`config.mk`:
```
export PLATFORM = sky130hd
export DESIGN_NAME = serial_subtractor
export DESIGN_NICKNAME = d
export VERILOG_FILES = /design/src/rtl/serial_sub_pkg.sv /design/src/rtl/serial_subtractor_sub_slice.sv /design/src/rtl/serial_subtractor.sv
export SDC_FILE = /design/constraint.sdc
export NUM_CORES = 1
export LEC_CHECK = 0
export BUFFER_PORTS_ARGS = -buffer_cell sky130_fd_sc_hd__buf_4
export CAP_MARGIN = 20
export CORE_UTILIZATION = 30
export DETAILED_ROUTE_END_ITERATION = 10
export PLACE_DENSITY = 0.59
export SYNTH_ARGS = -nofsm -noshare
export SYNTH_HDL_FRONTEND = slang
export SYNTH_SLANG_ARGS = --single-unit
export TNS_END_PERCENT = 10
```
`constraint.sdc`:
```
create_clock -name clk -period 1.8 [get_ports clk]
set_clock_uncertainty 0.15 [all_clocks]
set_input_delay 0.18 -clock clk [delete_from_list [all_inputs] [get_ports clk]]
set_output_delay 0.18 -clock clk [all_outputs]
set_load 0.1 [all_outputs]
```
`src/rtl/serial_sub_pkg.sv`:
```
// serial_subtractor shared types and helpers.
// Optional signed-overflow output: define SERIAL_SUB_OVF_EN.
package serial_sub_pkg;

  typedef enum logic [1:0] {
    IDLE = 2'd0,
    BUSY = 2'd1,
    DONE = 2'd2
  } state_e;

  // Slice counter width: clog2(n), never below 1.
  function automatic int cnt_width(input int n);
    return (n <= 2) ? 1 : $clog2(n);
  endfunction

endpackage

```
`src/rtl/serial_subtractor_sub_slice.sv`:
```
// Combinational ripple-borrow subtractor for one slice.
// SERIAL_SUB_OVF_EN adds bmsb_s, the borrow into the slice MSB.
module sub_slice #(
  parameter int BITS = 1
) (
  input  logic [BITS-1:0] a_s,
  input  logic [BITS-1:0] b_s,
  input  logic            bin_s,
  output logic [BITS-1:0] d_s,
  output logic            bout_s
`ifdef SERIAL_SUB_OVF_EN
  ,
  output logic            bmsb_s
`endif
);

  logic [BITS:0] bw;

  assign bw[0] = bin_s;

  for (genvar i = 0; i < BITS; i++) begin : g_bit
    assign d_s[i]    = a_s[i] ^ b_s[i] ^ bw[i];
    assign bw[i+1]   = (~a_s[i] & b_s[i])
                     | (~(a_s[i] ^ b_s[i]) & bw[i]);
  end

  assign bout_s = bw[BITS];

`ifdef SERIAL_SUB_OVF_EN
  assign bmsb_s = bw[BITS-1];
`endif

endmodule

```
`src/rtl/serial_subtractor.sv`:
```
// Multi-cycle a - b - bin, BITS_PER_CYCLE bits per clock, LSB first.
// Define SERIAL_SUB_OVF_EN to add the registered ovf output.
module serial_subtractor
  import serial_sub_pkg::*;
#(
  parameter int WIDTH          = 8,
  parameter int BITS_PER_CYCLE = 1
) (
  input  logic             clk,
  input  logic             rst_n,
  input  logic             start,
  input  logic [WIDTH-1:0] a,
  input  logic [WIDTH-1:0] b,
  input  logic             bin,
  output logic             busy,
  output logic             done,
  output logic [WIDTH-1:0] diff,
  output logic             bout
`ifdef SERIAL_SUB_OVF_EN
  ,
  output logic             ovf
`endif
);

  localparam int BPC = BITS_PER_CYCLE;
  localparam int N   = WIDTH / BPC;
  localparam int CW  = cnt_width(N);

  if (BPC < 1 || WIDTH < 2 || (WIDTH % BPC) != 0) begin : g_bad_cfg
    $fatal(1, "serial_subtractor: WIDTH>=2 and BITS_PER_CYCLE | WIDTH");
  end

  state_e         state_q, state_d;
  logic [CW-1:0]  cnt_q, cnt_d;
  logic [WIDTH-1:0] a_q, a_d;
  logic [WIDTH-1:0] b_q, b_d;
  logic [WIDTH-1:0] res_q, res_d;
  logic [WIDTH-1:0] diff_q, diff_d;
  logic           br_q, br_d;
  logic           bout_q, bout_d;

  logic [BPC-1:0] d_s;
  logic           bo_s;
  logic           last;
  logic [WIDTH+BPC-1:0] res_cat;

`ifdef SERIAL_SUB_OVF_EN
  logic bmsb_s;
  logic ovf_q, ovf_d;
`endif

  sub_slice #(
    .BITS (BPC)
  ) u_slice (
    .a_s    (a_q[BPC-1:0]),
    .b_s    (b_q[BPC-1:0]),
    .bin_s  (br_q),
    .d_s    (d_s),
    .bout_s (bo_s)
`ifdef SERIAL_SUB_OVF_EN
    ,
    .bmsb_s (bmsb_s)
`endif
  );

  assign last    = (cnt_q == CW'(N - 1));
  assign res_cat = {d_s, res_q};

  // Next-state: accept in IDLE/DONE, shift one slice per BUSY cycle.
  always_comb begin
    state_d = state_q;
    cnt_d   = cnt_q;
    a_d     = a_q;
    b_d     = b_q;
    br_d    = br_q;
    res_d   = res_q;
    diff_d  = diff_q;
    bout_d  = bout_q;
`ifdef SERIAL_SUB_OVF_EN
    ovf_d   = ovf_q;
`endif
    unique case (state_q)
      IDLE, DONE: begin
        if (state_q == DONE) state_d = IDLE;
        if (start) begin
          a_d     = a;
          b_d     = b;
          br_d    = bin;
          cnt_d   = '0;
          res_d   = '0;
          state_d = BUSY;
        end
      end
      BUSY: begin
        a_d   = a_q >> BPC;
        b_d   = b_q >> BPC;
        br_d  = bo_s;
        res_d = res_cat[WIDTH+BPC-1:BPC];
        cnt_d = cnt_q + 1'b1;
        if (last) begin
          diff_d  = res_cat[WIDTH+BPC-1:BPC];
          bout_d  = bo_s;
`ifdef SERIAL_SUB_OVF_EN
          ovf_d   = bmsb_s ^ bo_s;
`endif
          state_d = DONE;
        end
      end
      default: state_d = IDLE;
    endcase
  end

  // State, datapath and result registers.
  always_ff @(posedge clk or negedge rst_n) begin
    if (!rst_n) begin
      state_q <= IDLE;
      cnt_q   <= '0;
      a_q     <= '0;
      b_q     <= '0;
      br_q    <= 1'b0;
      res_q   <= '0;
      diff_q  <= '0;
      bout_q  <= 1'b0;
`ifdef SERIAL_SUB_OVF_EN
      ovf_q   <= 1'b0;
`endif
    end else begin
      state_q <= state_d;
      cnt_q   <= cnt_d;
      a_q     <= a_d;
      b_q     <= b_d;
      br_q    <= br_d;
      res_q   <= res_d;
      diff_q  <= diff_d;
      bout_q  <= bout_d;
`ifdef SERIAL_SUB_OVF_EN
      ovf_q   <= ovf_d;
`endif
    end
  end

  assign busy = (state_q == BUSY);
  assign done = (state_q == DONE);
  assign diff = diff_q;
  assign bout = bout_q;
`ifdef SERIAL_SUB_OVF_EN
  assign ovf  = ovf_q;
`endif

endmodule
```
# After elaboration in Yosys (flattened, before gate mapping)
# Cells that the tools add are included.
# classes
add_sub_neg	1
n_mul	0
n_div	0
n_lt_le_gt_ge	0
n_eq_ne	6
shifts	0
n_mux	14
bitwise	7
reduce_logical	6
# op_table
op	n
$pmux 8 s2	3
$mux 8	3
$mux 2	3
$pmux 3 s2	1
$reduce_and 2->1	3
$pmux 2 s2	1
$add 3x1->3 const B	1
$eq 3x3->1 const B	1
$mux 3	1
$ne 3x3->1 const B	1
$and 1x1->1	2
$eq 2x1->1 const B	1
$eq 2x2->1 const B	1
$logic_not 2->1	1
$ne 2x1->1 const B	1
$ne 2x2->1 const B	1
$not 1->1	2
$pmux 1 s2	1
$reduce_bool 2->1	1
$reduce_or 2->1	1
$xor 1x1->1	2
$mux 1	1
$or 1x1->1	1
# word_totals
ff_bits	39
latch_bits	0
ram_bits	0
rom_bits	0
output_inout_bits	11
elab_cells	42
n_memories	0

# Longest topological paths before layout
# Gate-level depths: netlist of the first run.
# depth
word_depth	5
depth_mapped	6

# Hierarchy
# A second synthesis of the first run with hierarchy kept.
# unflattened
cells_unflattened	147
hier_area_um2	1810.5
# modules_own_cells
mod	instances	cells_per_inst	area_each_um2
serial_subtractor	1	143	1779.2
sub_slice	1	4	31.3

# Least setup slack after synthesis of the first run
# No wires, ideal clock.
# synth_path
path_kind	reg2out
from	register state_q[1]
to	output done
arrival_ns	2.079
slack_ns	-0.609
path_stages_with_launch	4
path_cell_list	dfrtp_1 > buf_4 > buf_6 > nor2b_1
# synth_between
elab_chain_len	1
# synth_lines
element	line_no	text
start: declaration	serial_subtractor.sv:33	state_e state_q, state_d;
start signal: assignment	serial_subtractor.sv:128	state_q <= state_d;
$eq 2x2->1	serial_subtractor.sv:143	assign done = (state_q == DONE);
end: declaration	serial_subtractor.sv:16	output logic done,
# Every way passes these cells.

# Worst setup path after layout of the first run
# layout_path
from	register state_q[0]
to	output busy
# layout_between
elab_chain_len	1
# layout_lines
element	line_no	text
$eq 2x1->1	serial_subtractor.sv:142	assign busy = (state_q == BUSY);
end: declaration	serial_subtractor.sv:15	output logic busy,
# Every way passes these cells.

==> impl_results.md, run 1 <==
- R2R depth: 5
- H-tree Lvls: 2
- Crit path largest cell delay: 0.41 ns
- Data required time of the worst path: 1.47 ns
- Skew-Pair Late Insertion Delay: 0.29 ns
- Synth Area per Inst: 11.91 µm²
- Inst Count DP: 251
- Outcome: completed
- Via Count: 1274
- Hold WC Path Type: input port to flip-flop
- Worst-Margin Slew: 0.4889 ns
- Drt pass-1 iters: 2
- Core ar.: 0.005642 mm²
- Post-synth EDFFs: 0
- Critical-path cell with the highest stage delay: dfrtp_1
- Total detailed-routing wirelength: 3484 µm
- Max Cap Viol: 0
- Worst-path clk slew: 0.07 ns
- Max Slew Vio Count: 0
- Hold endpoint: b_q[0]
- Io pins: 31
- DRC: 0
- Pwr dens: 1956 mW/mm²
- DP HPWL: 2391 µm
- Layout area overhead: 26.17%
- Leakage: 1.016 nW
- Hold path depth: 3
- Hold Violations, Final: 0
- Register area share after synthesis: 0.5289
- Mapped Area: 0.001798 mm²
- Diodes inserted: 0
- Slew headroom: 0.6741
- Die Area: 0.006307 mm²
- Post-DP Area: 0.002138 mm²
- CP Launch Type: flip-flop
- Crit Path Category: flip-flop to output pin
- Post-layout util: 0.4021
- CP Buf/Inv Count: 2
- Synth area leader: dfrtp_1
- Number of port buffers: 30
- Crit-path cells: nor2b_2 > buf_4 > buf_6
- Initial DRC Count: 32
- Syn nets: 174
- CTS max path bufs: 2
- Post-CTS Setup Bufs: 0
- Max Clk Rate: 0.5891 GHz
- Worst-path fanout max: 7
- Area occupied by multi-input gates: 779.5 µm²
- Yosys warning count: 0
- Final instance area: 0.002268 mm²
- Die height: 79.42 µm
- Fillcell total: 563
- CP Data Arrival Time: 1.37 ns
- Die extent in x: 79.42 µm
- Main synth FF type: dfrtp_1
- Wirelength per Cell: 13.40 µm
- Antenna-violating nets left: 0
- Setup tns final: 0 ns
- Post-synthesis cell count: 151
- Antenna violations before repair: 0
- Initial Util: 0.3187
- Vias in the first global route: 1181
- Asr flop ratio synth: 1.000
- CP endpoint kind: output pin
- Hold path startpoint: b[0]
- Nets: 210
- RSZ-0062 raised after global routing: no
- Largest net degree at the start of global routing: 39
- Final setup fails: 0
- Worst IR Drop VDD: 0.9202 mV
- Reg-to-reg startpoint: cnt_q[0]
- Share of layout cells above drive strength 1: 0.3245
- TritonCTS clock tree: done
- Most frequent cells in the layout: 38 x dfrtp_1, 37 x buf_4, 14 x mux2i_1, 14 x nor2b_1
- GPL Wtd Cong: 0.7249
- Root buffer cell: clkbuf_8
- Finished Layout Cells: 260
- CTS Buf Count: 5
- Tot GR Track Use: 0.1179
- Final Critical Period: 1.697 ns
- Largest cells by area after synthesis: dfrtp_1 53%, mux2i_1 7.8%, mux2_2 7.5%
- Row cnt: 27
- DR vias/cell: 4.900
- Cell family with most CP delay: buffers and inverters
- Reg area: 950.9 µm²
- RR Endpoint: diff[3]
- Seq cells post-synth: 38
- Critical Path Source: state_q[0]
- Reg2Reg Setup Slack: 0.11 ns
- # clock sinks: 38
- Overflow after GRT: 0
- Fin crit share: 0.9430
- Most common cell after layout, fill and taps aside: dfrtp_1
- Netlist cell types: 22
- Global-route wire length before repair: 5671 µm
- Top cell type's share of synthesized area: 0.5289
- PnR Total Power: 0.004437 W
registers in the layout, summed over array words and instances, names as in the netlist:
| signal | flops |
|---|---|
| a_q | 8 |
| b_q | 8 |
| diff | 8 |
| res_q | 7 |
| cnt_q | 3 |
| state_q | 2 |
| bout | 1 |
| br_q | 1 |
power breakdown:
| part | leakage [nW] | total (W) | switching [W] | internal [W] |
|---|---|---|---|---|
| registers | 0.471 | 0.00152 | 0.000268 | 0.00125 |
| logic | 0.495 | 0.00220 | 0.00137 | 0.000834 |
| clock network | 0.0504 | 0.000719 | 0.000307 | 0.000412 |
logic make-up after synthesis:
group / synth area share
XOR/XNOR: 0.004872
AND/OR/NAND/NOR: 0.07725
multiplexers: 0.1531
buffers and inverters: 0.04314
flip-flops: 0.5289
adder cells (fa/ha/maj): 0.02505
AO/OA/AOI/OAI: 0.1677
stage by stage:
stage	worst slack [ns]	hold slack, ns
after global routing	0.03694	0.03130
after detailed placement	0.1130	0.02618
after floorplan	0.1324	-0.2656
after global placement	0.1516	0.03288
final	0.1026	0.01129
after CTS	0.04226	0.007036
synthesized netlist by cell type, types with 3 or more instances:
library cell,n
a211oi_1,13
a21o_1,3
a21oi_1,13
a22o_1,11
buf_2,8
dfrtp_1,38
inv_1,4
mux2_2,12
mux2i_1,14
nor2b_1,16
o21ai_0,4
how the worst max path moves through the flow:
stage,to,cells after the start
finish,busy,3
global route,busy,3
CTS,busy,3
detailed placement,diff[3],5
global placement,diff[6],5
floorplan,diff[1],5
what timing repair did:
| item | CTS | global route |
|---|---|---|
| resized for setup | 1 | 1 |
| setup endpoints to repair | 1 | 1 |
| hold buffers | 1 | 0 |
| gates cloned | 0 | 0 |
| pin swaps | 0 | 0 |
| hold endpoints to repair | 38 | 0 |
area by class of cell:
cell class | count | share of cell area
Clock buffer | 5 | 0.03034
Clock inverter | 3 | 0.01986
Inverter | 4 | 0.006619
Multi-Input combinational cell | 98 | 0.3436
Sequential cell | 38 | 0.4192
Tap cell | 72 | 0.03971
Timing Repair Buffer | 40 | 0.1407
routing by layer:
metal,vias to the layer above,wire [µm],track usage
met3,8,167,0.03429
met1,624,1685,0.1612
li1,616,-,-
met4,0,42,0.04364
met2,26,1588,0.1759
met5,-,0,0
worst register-to-register path, stage by stage (launching register included):
cell	delay, ns
dfrtp_1	0.41
ha_1	0.21
ha_1	0.19
nand3b_1	0.13
buf_12	0.14
mux2_2	0.34
(Power assumes the default switching activity.)
==> run 2: changes to the inputs <==
--- a/config.mk
+++ b/config.mk
@@ -7,9 +7,9 @@
 export LEC_CHECK = 0
 export BUFFER_PORTS_ARGS = -buffer_cell sky130_fd_sc_hd__buf_4
 export CAP_MARGIN = 20
-export CORE_UTILIZATION = 30
+export CORE_UTILIZATION = 55
 export DETAILED_ROUTE_END_ITERATION = 10
-export PLACE_DENSITY = 0.59
+export PLACE_DENSITY = 0.89
 export SYNTH_ARGS = -nofsm -noshare
 export SYNTH_HDL_FRONTEND = slang
 export SYNTH_SLANG_ARGS = --single-unit
==> run 2 against run 1 <==
Compared with the run above:
- hold slack gained 0.14 ns
- fmax shrank 1.6%
- non-clock buffer count grew 14
- sequential power is essentially flat
- count of clock-buffer cells in the layout grew 2
- first-iteration DRC count grew 6.3%
- register-to-register slack is essentially flat
- total power shrank 1.8%
- sequential share of layout area shrank 1.5 points
- setup slack lost 0.028 ns
==> impl_results.md, run 2 (same netlist as run 1, synthesis figures left out) <==
- Share of layout cells above drive strength 1: 0.2822 (was 0.3245)
- DRC: 0 (unchanged)
- DR vias/cell: 5.435 (was 4.900)
- Die height: 59.18 µm (was 79.42 µm)
- Most frequent cells in the layout: 37 x dfrtp_1, 32 x buf_4, 18 x dlygate4sd3_1 (was 38 x dfrtp_1, 37 x buf_4, 14 x mux2i_1, 14 x nor2b_1)
- Final Critical Period: 1.725 ns (was 1.697 ns)
- GPL Wtd Cong: 0.7575 (was 0.7249)
- CP Buf/Inv Count: 2 (unchanged)
- Largest net degree at the start of global routing: 39 (unchanged)
- Crit path largest cell delay: 0.43 ns (was 0.41 ns)
- Crit-path cells: buf_6 > nor2b_4 > buf_6 (was nor2b_2 > buf_4 > buf_6)
- Io pins: 31 (unchanged)
- RSZ-0062 raised after global routing: no (unchanged)
- CP Data Arrival Time: 1.40 ns (was 1.37 ns)
- Skew-Pair Late Insertion Delay: 0.35 ns (was 0.29 ns)
- Slew headroom: 0.6808 (was 0.6741)
- Tot GR Track Use: 0.2545 (was 0.1179)
- TritonCTS clock tree: done (unchanged)
- Leakage: 1.068 nW (was 1.016 nW)
- Worst IR Drop VDD: 0.8964 mV (was 0.9202 mV)
- Total detailed-routing wirelength: 3707 µm (was 3484 µm)
- Wirelength per Cell: 15.07 µm (was 13.40 µm)
- DP HPWL: 2389 µm (was 2391 µm)
- CP endpoint kind: output pin (unchanged)
- Root buffer cell: clkbuf_4 (was clkbuf_8)
- CTS max path bufs: 2 (unchanged)
- Worst-path clk slew: 0.11 ns (was 0.07 ns)
- PnR Total Power: 0.004359 W (was 0.004437 W)
- Diodes inserted: 0 (unchanged)
- Crit Path Category: flip-flop to output pin (unchanged)
- Nets: 224 (was 210)
- Pwr dens: 1850 mW/mm² (was 1956 mW/mm²)
- Data required time of the worst path: 1.47 ns (about the same)
- # clock sinks: 38 (unchanged)
- Die Area: 0.003502 mm² (was 0.006307 mm²)
- CP Launch Type: flip-flop (unchanged)
- H-tree Lvls: 2 (unchanged)
- Cell family with most CP delay: buffers and inverters (unchanged)
- Worst-Margin Slew: 0.4770 ns (was 0.4889 ns)
- Most Frequent Cell on Critical Path: buf_6
- Hold WC Path Type: input port to flip-flop (unchanged)
- Overflow after GRT: 0 (unchanged)
- CTS Buf Count: 5 (unchanged)
- Fillcell total: 223 (was 563)
- Setup tns final: 0 ns (unchanged)
- Max Cap Viol: 0 (unchanged)
- Via Count: 1337 (was 1274)
- Global-route wire length before repair: 6541 µm (was 5671 µm)
- Outcome: completed (unchanged)
- Drt pass-1 iters: 4 (was 2)
- Critical-path cell with the highest stage delay: dfrtp_2 (was dfrtp_1)
- Row cnt: 20 (was 27)
- Initial DRC Count: 34 (was 32)
- Max Clk Rate: 0.5796 GHz (was 0.5891 GHz)
- Layout area overhead: 31.04% (was 26.17%)
- Worst-path fanout max: 15 (was 7)
- Max Slew Vio Count: 0 (unchanged)
- Number of port buffers: 30 (unchanged)
- Hold Violations, Final: 0 (unchanged)
- Core ar.: 0.003078 mm² (was 0.005642 mm²)
- Final setup fails: 0 (unchanged)
- Most common cell after layout, fill and taps aside: dfrtp_1 (unchanged)
- Fin crit share: 0.9585 (was 0.9430)
- Die extent in x: 59.18 µm (was 79.42 µm)
- Antenna-violating nets left: 0 (unchanged)
- Vias in the first global route: 1406 (was 1181)
- Antenna violations before repair: 0 (unchanged)
- Initial Util: 0.5841 (was 0.3187)
run 2: routing by layer:
layer	up-vias	wire (µm)	global-route usage
li1	644	-	-
met1	654	1636	0.3262
met2	33	1893	0.4205
met3	6	125	0.06550
met4	0	51	0.08503
met5	-	0	0
run 2: worst paths after layout:
| path | end | cells after the start | slack [ns] | startpoint |
|---|---|---|---|---|
| setup / recovery | done | 3 | 0.07 | state_q[1] |
| max in group asynchronous | state_q[1] | 2 | 0.98 | rst_n |
| min in group asynchronous | res_q[1] | 2 | 0.17 | rst_n |
| hold / removal | cnt_q[0] | 2 | 0.15 | start |
| setup reg to reg | diff[0] | 5 | 0.12 | cnt_q[0] |
| hold reg to reg | b_q[6] | 1 | 0.36 | b_q[6] |
run 2: cell type report:
cell class | instances | area (µm²) | share of cell area
sequential | 38 | 952.2 | 0.4041
multi-input combinational | 98 | 784.5 | 0.3330
timing repair buffer | 54 | 474.2 | 0.2013
tap | 44 | 55.05 | 0.02337
clock buffer | 7 | 45.04 | 0.01912
clock inverter | 1 | 30.03 | 0.01275
inverter | 4 | 15.01 | 0.006373
run 2: through the flow:
| stage | instances | area [µm²] | setup slack [ns] | hold slack [ns] | utilization |
|---|---|---|---|---|---|
| floorplan | 151 | 1805 | 0.1324 | -0.2656 | - |
| global placement | 219 | 2073 | 0.1662 | 0.01410 | 0.6736 |
| detailed placement | 219 | 2073 | 0.1221 | 0.02166 | 0.6736 |
| CTS | 245 | 2346 | 0.06458 | 0.004395 | 0.7622 |
| global route | 246 | 2356 | 0.004296 | 0.1587 | 0.7654 |
| finish | 246 | 2356 | 0.07466 | 0.1467 | 0.7654 |
run 2: what timing repair did:
action / 4_1_cts / 5_1_grt
hold buffers: 17 / 1
setup endpoints to repair: 2 / 0
resized for setup: 6 / 0
buffers inserted: 1 / 0
endpoints found under the hold margin: 54 / 1
run 2: report_power, final:
group | internal, W | switching, W
Clock | 0.000295 | 0.000271
Combinational | 0.000848 | 0.00140
Sequential | 0.00125 | 0.000297
Total | 0.00239 | 0.00197
==> run 3: changes to the inputs <==
--- a/config.mk
+++ b/config.mk
@@ -9,7 +9,7 @@
 export CAP_MARGIN = 20
 export CORE_UTILIZATION = 55
 export DETAILED_ROUTE_END_ITERATION = 10
-export PLACE_DENSITY = 0.89
+export PLACE_DENSITY = 0.86
 export SYNTH_ARGS = -nofsm -noshare
 export SYNTH_HDL_FRONTEND = slang
 export SYNTH_SLANG_ARGS = --single-unit
==> run 3 against run 2 <==
Compared with the run above:
- utilization rose by 0.37 points
- total power fell by 0.38%
- first-iteration DRC count rose by 29%
- wire length fell by 5.1%
- the flow now finishes with violations (hold timing)
- cell area rose by 0.48%
- final cell count rose by 0.41%
- die area did not move
==> impl_results.md, run 3 (same netlist as run 1, synthesis figures left out) <==
- DRC: 0 (unchanged)
- Initial Util: 0.5841 (unchanged)
- Max Cap Viol: 0 (unchanged)
- Setup tns final: 0 ns (unchanged)
- DP Worst Slack: 0.1168 ns (was 0.1221 ns)
- Final setup fails: 0 (unchanged)
- Sw power: 0.001952 W (was 0.001970 W)
- Max Slew Vio Count: 0 (unchanged)
- DR vias/cell: 5.377 (was 5.435)
- CTS Buf Count: 5 (unchanged)
- Global-route wire length before repair: 5899 µm (was 6541 µm)
- Largest net degree at the start of global routing: 39 (unchanged)
- Hold WC Path Type: input port to flip-flop (unchanged)
- Final instance area: 0.002367 mm² (was 0.002356 mm²)
- Drt pass-1 iters: 4 (unchanged)
- Root buffer cell: clkbuf_4 (unchanged)
- Antenna-violating nets left: 0 (unchanged)
- Io pins: 31 (unchanged)
- Most frequent cells in the layout: 37 x dfrtp_1, 34 x buf_4, 17 x dlygate4sd3_1 (was 37 x dfrtp_1, 32 x buf_4, 18 x dlygate4sd3_1)
- Share of layout cells above drive strength 1: 0.3005 (was 0.2822)
- Die extent in x: 59.18 µm (unchanged)
- Total detailed-routing wirelength: 3519 µm (was 3707 µm)
- Number of port buffers: 30 (unchanged)
- Post-layout util: 0.7691 (was 0.7654)
- Hold Slack: -0.002421 ns (was 0.1467 ns)
- Via Count: 1328 (was 1337)
- CP endpoint kind: flip-flop (was output pin)
- Outcome: finished, violations left (was completed)
- GPL Wtd Cong: 0.7301 (was 0.7575)
- CP Launch Type: flip-flop (unchanged)
- Row cnt: 20 (unchanged)
- Initial DRC Count: 44 (was 34)
- Max Clk Rate: 0.5860 GHz (was 0.5796 GHz)
- Hold Violations, Final: 1 (was 0)
- Diodes inserted: 0 (unchanged)
- Worst IR Drop VDD: 1.039 mV (was 0.8964 mV)
- Failing checks: hold timing
- Die Area: 0.003502 mm² (unchanged)
- Tot GR Track Use: 0.2352 (was 0.2545)
- Core ar.: 0.003078 mm² (unchanged)
- DP HPWL: 2244 µm (was 2389 µm)
- Layout area overhead: 31.66% (was 31.04%)
- Fillcell total: 194 (was 223)
- # clock sinks: 38 (unchanged)
- Reg2Reg Setup Slack: 0.09 ns (was 0.12 ns)
- Slew headroom: 0.6745 (was 0.6808)
- Clock Power Share: 0.134 (was 0.130)
- RSZ-0062 raised after global routing: no (unchanged)
- Comb power frac: 0.518 (was 0.516)
- Overflow after GRT: 0 (unchanged)
- Pwr dens: 1835 mW/mm² (was 1850 mW/mm²)
- Wirelength per Cell: 14.25 µm (was 15.07 µm)
- Antenna violations before repair: 0 (unchanged)
- CP Data Arrival Time: 1.79 ns (was 1.40 ns)
- Skew-Pair Late Insertion Delay: 0.35 ns (about the same)
- Most common cell after layout, fill and taps aside: dfrtp_1 (unchanged)
- Worst-path clk slew: 0.11 ns (about the same)
- CTS max path bufs: 2 (unchanged)
- H-tree Lvls: 2 (unchanged)
- Worst-Margin Slew: 0.4865 ns (was 0.4770 ns)
- Vias in the first global route: 1333 (was 1406)
- Data required time of the worst path: 1.88 ns (was 1.47 ns)
- Net Sw Frac: 0.4495 (was 0.4520)
- Worst setup margin: 0.09362 ns (was 0.07466 ns)
- Fin crit share: 0.9480 (was 0.9585)
- Leakage: 1.067 nW (was 1.068 nW)
- Nets: 225 (was 224)
- TritonCTS clock tree: done (unchanged)
- Crit Path Category: flip-flop to flip-flop (was flip-flop to output pin)
- Post-DP Area: 0.002081 mm² (was 0.002073 mm²)
- Cell internal pwr: 0.002391 W (was 0.002389 W)
- Worst-path fanout max: 11 (was 15)
- Final Critical Period: 1.706 ns (was 1.725 ns)
- Die height: 59.18 µm (unchanged)
- Sequential share of power: 0.349 (was 0.354)
run 3: timing repair:
action                                  in CTS  in global routing
hold buffers                                17                  0
resized for setup                            5                  1
endpoints found under the setup margin       2                  2
endpoints found under the hold margin       54                  0
cloned                                       0                  0
setup buffers                                0                  2
run 3: metrics by stage:
stage | total power, W | instances
2_1_floorplan | 0.003212 | 151
3_3_place_gp | 0.003615 | 220
3_5_place_dp | 0.003715 | 220
4_1_cts | 0.004340 | 245
5_1_grt | 0.004618 | 247
6_report | 0.004343 | 247
run 3: metal layers:
metal	global-route usage	vias up	wire, µm
met5	0	-	0
met4	0.07483	0	64
met2	0.3994	31	1785
met3	0.07424	6	123
li1	-	646	-
met1	0.2849	645	1545
run 3: layout make-up:
class	count	area [µm²]	share of cell area
Clock buffer	5	37.54	0.01586
Clock inverter	3	45.04	0.01903
Inverter	4	15.01	0.006342
Multi-Input combinational cell	98	779.5	0.3293
Sequential cell	38	952.2	0.4022
Tap cell	44	55.05	0.02326
Timing Repair Buffer	55	483.0	0.2040
run 3: power groups by stage:
stage | combinational (W) | sequential (W) | clock, W
3_3_place_gp | 0.00211 | 0.00151 | 0
2_1_floorplan | 0.00109 | 0.00212 | 0
3_5_place_dp | 0.00218 | 0.00153 | 0
6_report | 0.00225 | 0.00151 | 0.000581
5_1_grt | 0.00242 | 0.00156 | 0.000637
4_1_cts | 0.00223 | 0.00152 | 0.000595
run 3: worst max-delay path, stage by stage (launching register included):
cell	delay (ns)
dfrtp_1	0.43
ha_1	0.21
ha_1	0.19
nand3b_1	0.15
buf_12	0.15
mux2_2	0.33
run 3: path summary, 6_finish.rpt:
| kind | end | from | cells past startpoint |
|---|---|---|---|
| hold / removal | b_q[7] | b[7] | 3 |
| setup / recovery | diff[3] | cnt_q[0] | 5 |
| max in group asynchronous | state_q[1] | rst_n | 2 |
| hold reg to reg | b_q[6] | b_q[6] | 1 |
| min in group asynchronous | res_q[3] | rst_n | 2 |
| setup reg to reg | diff[3] | cnt_q[0] | 5 |
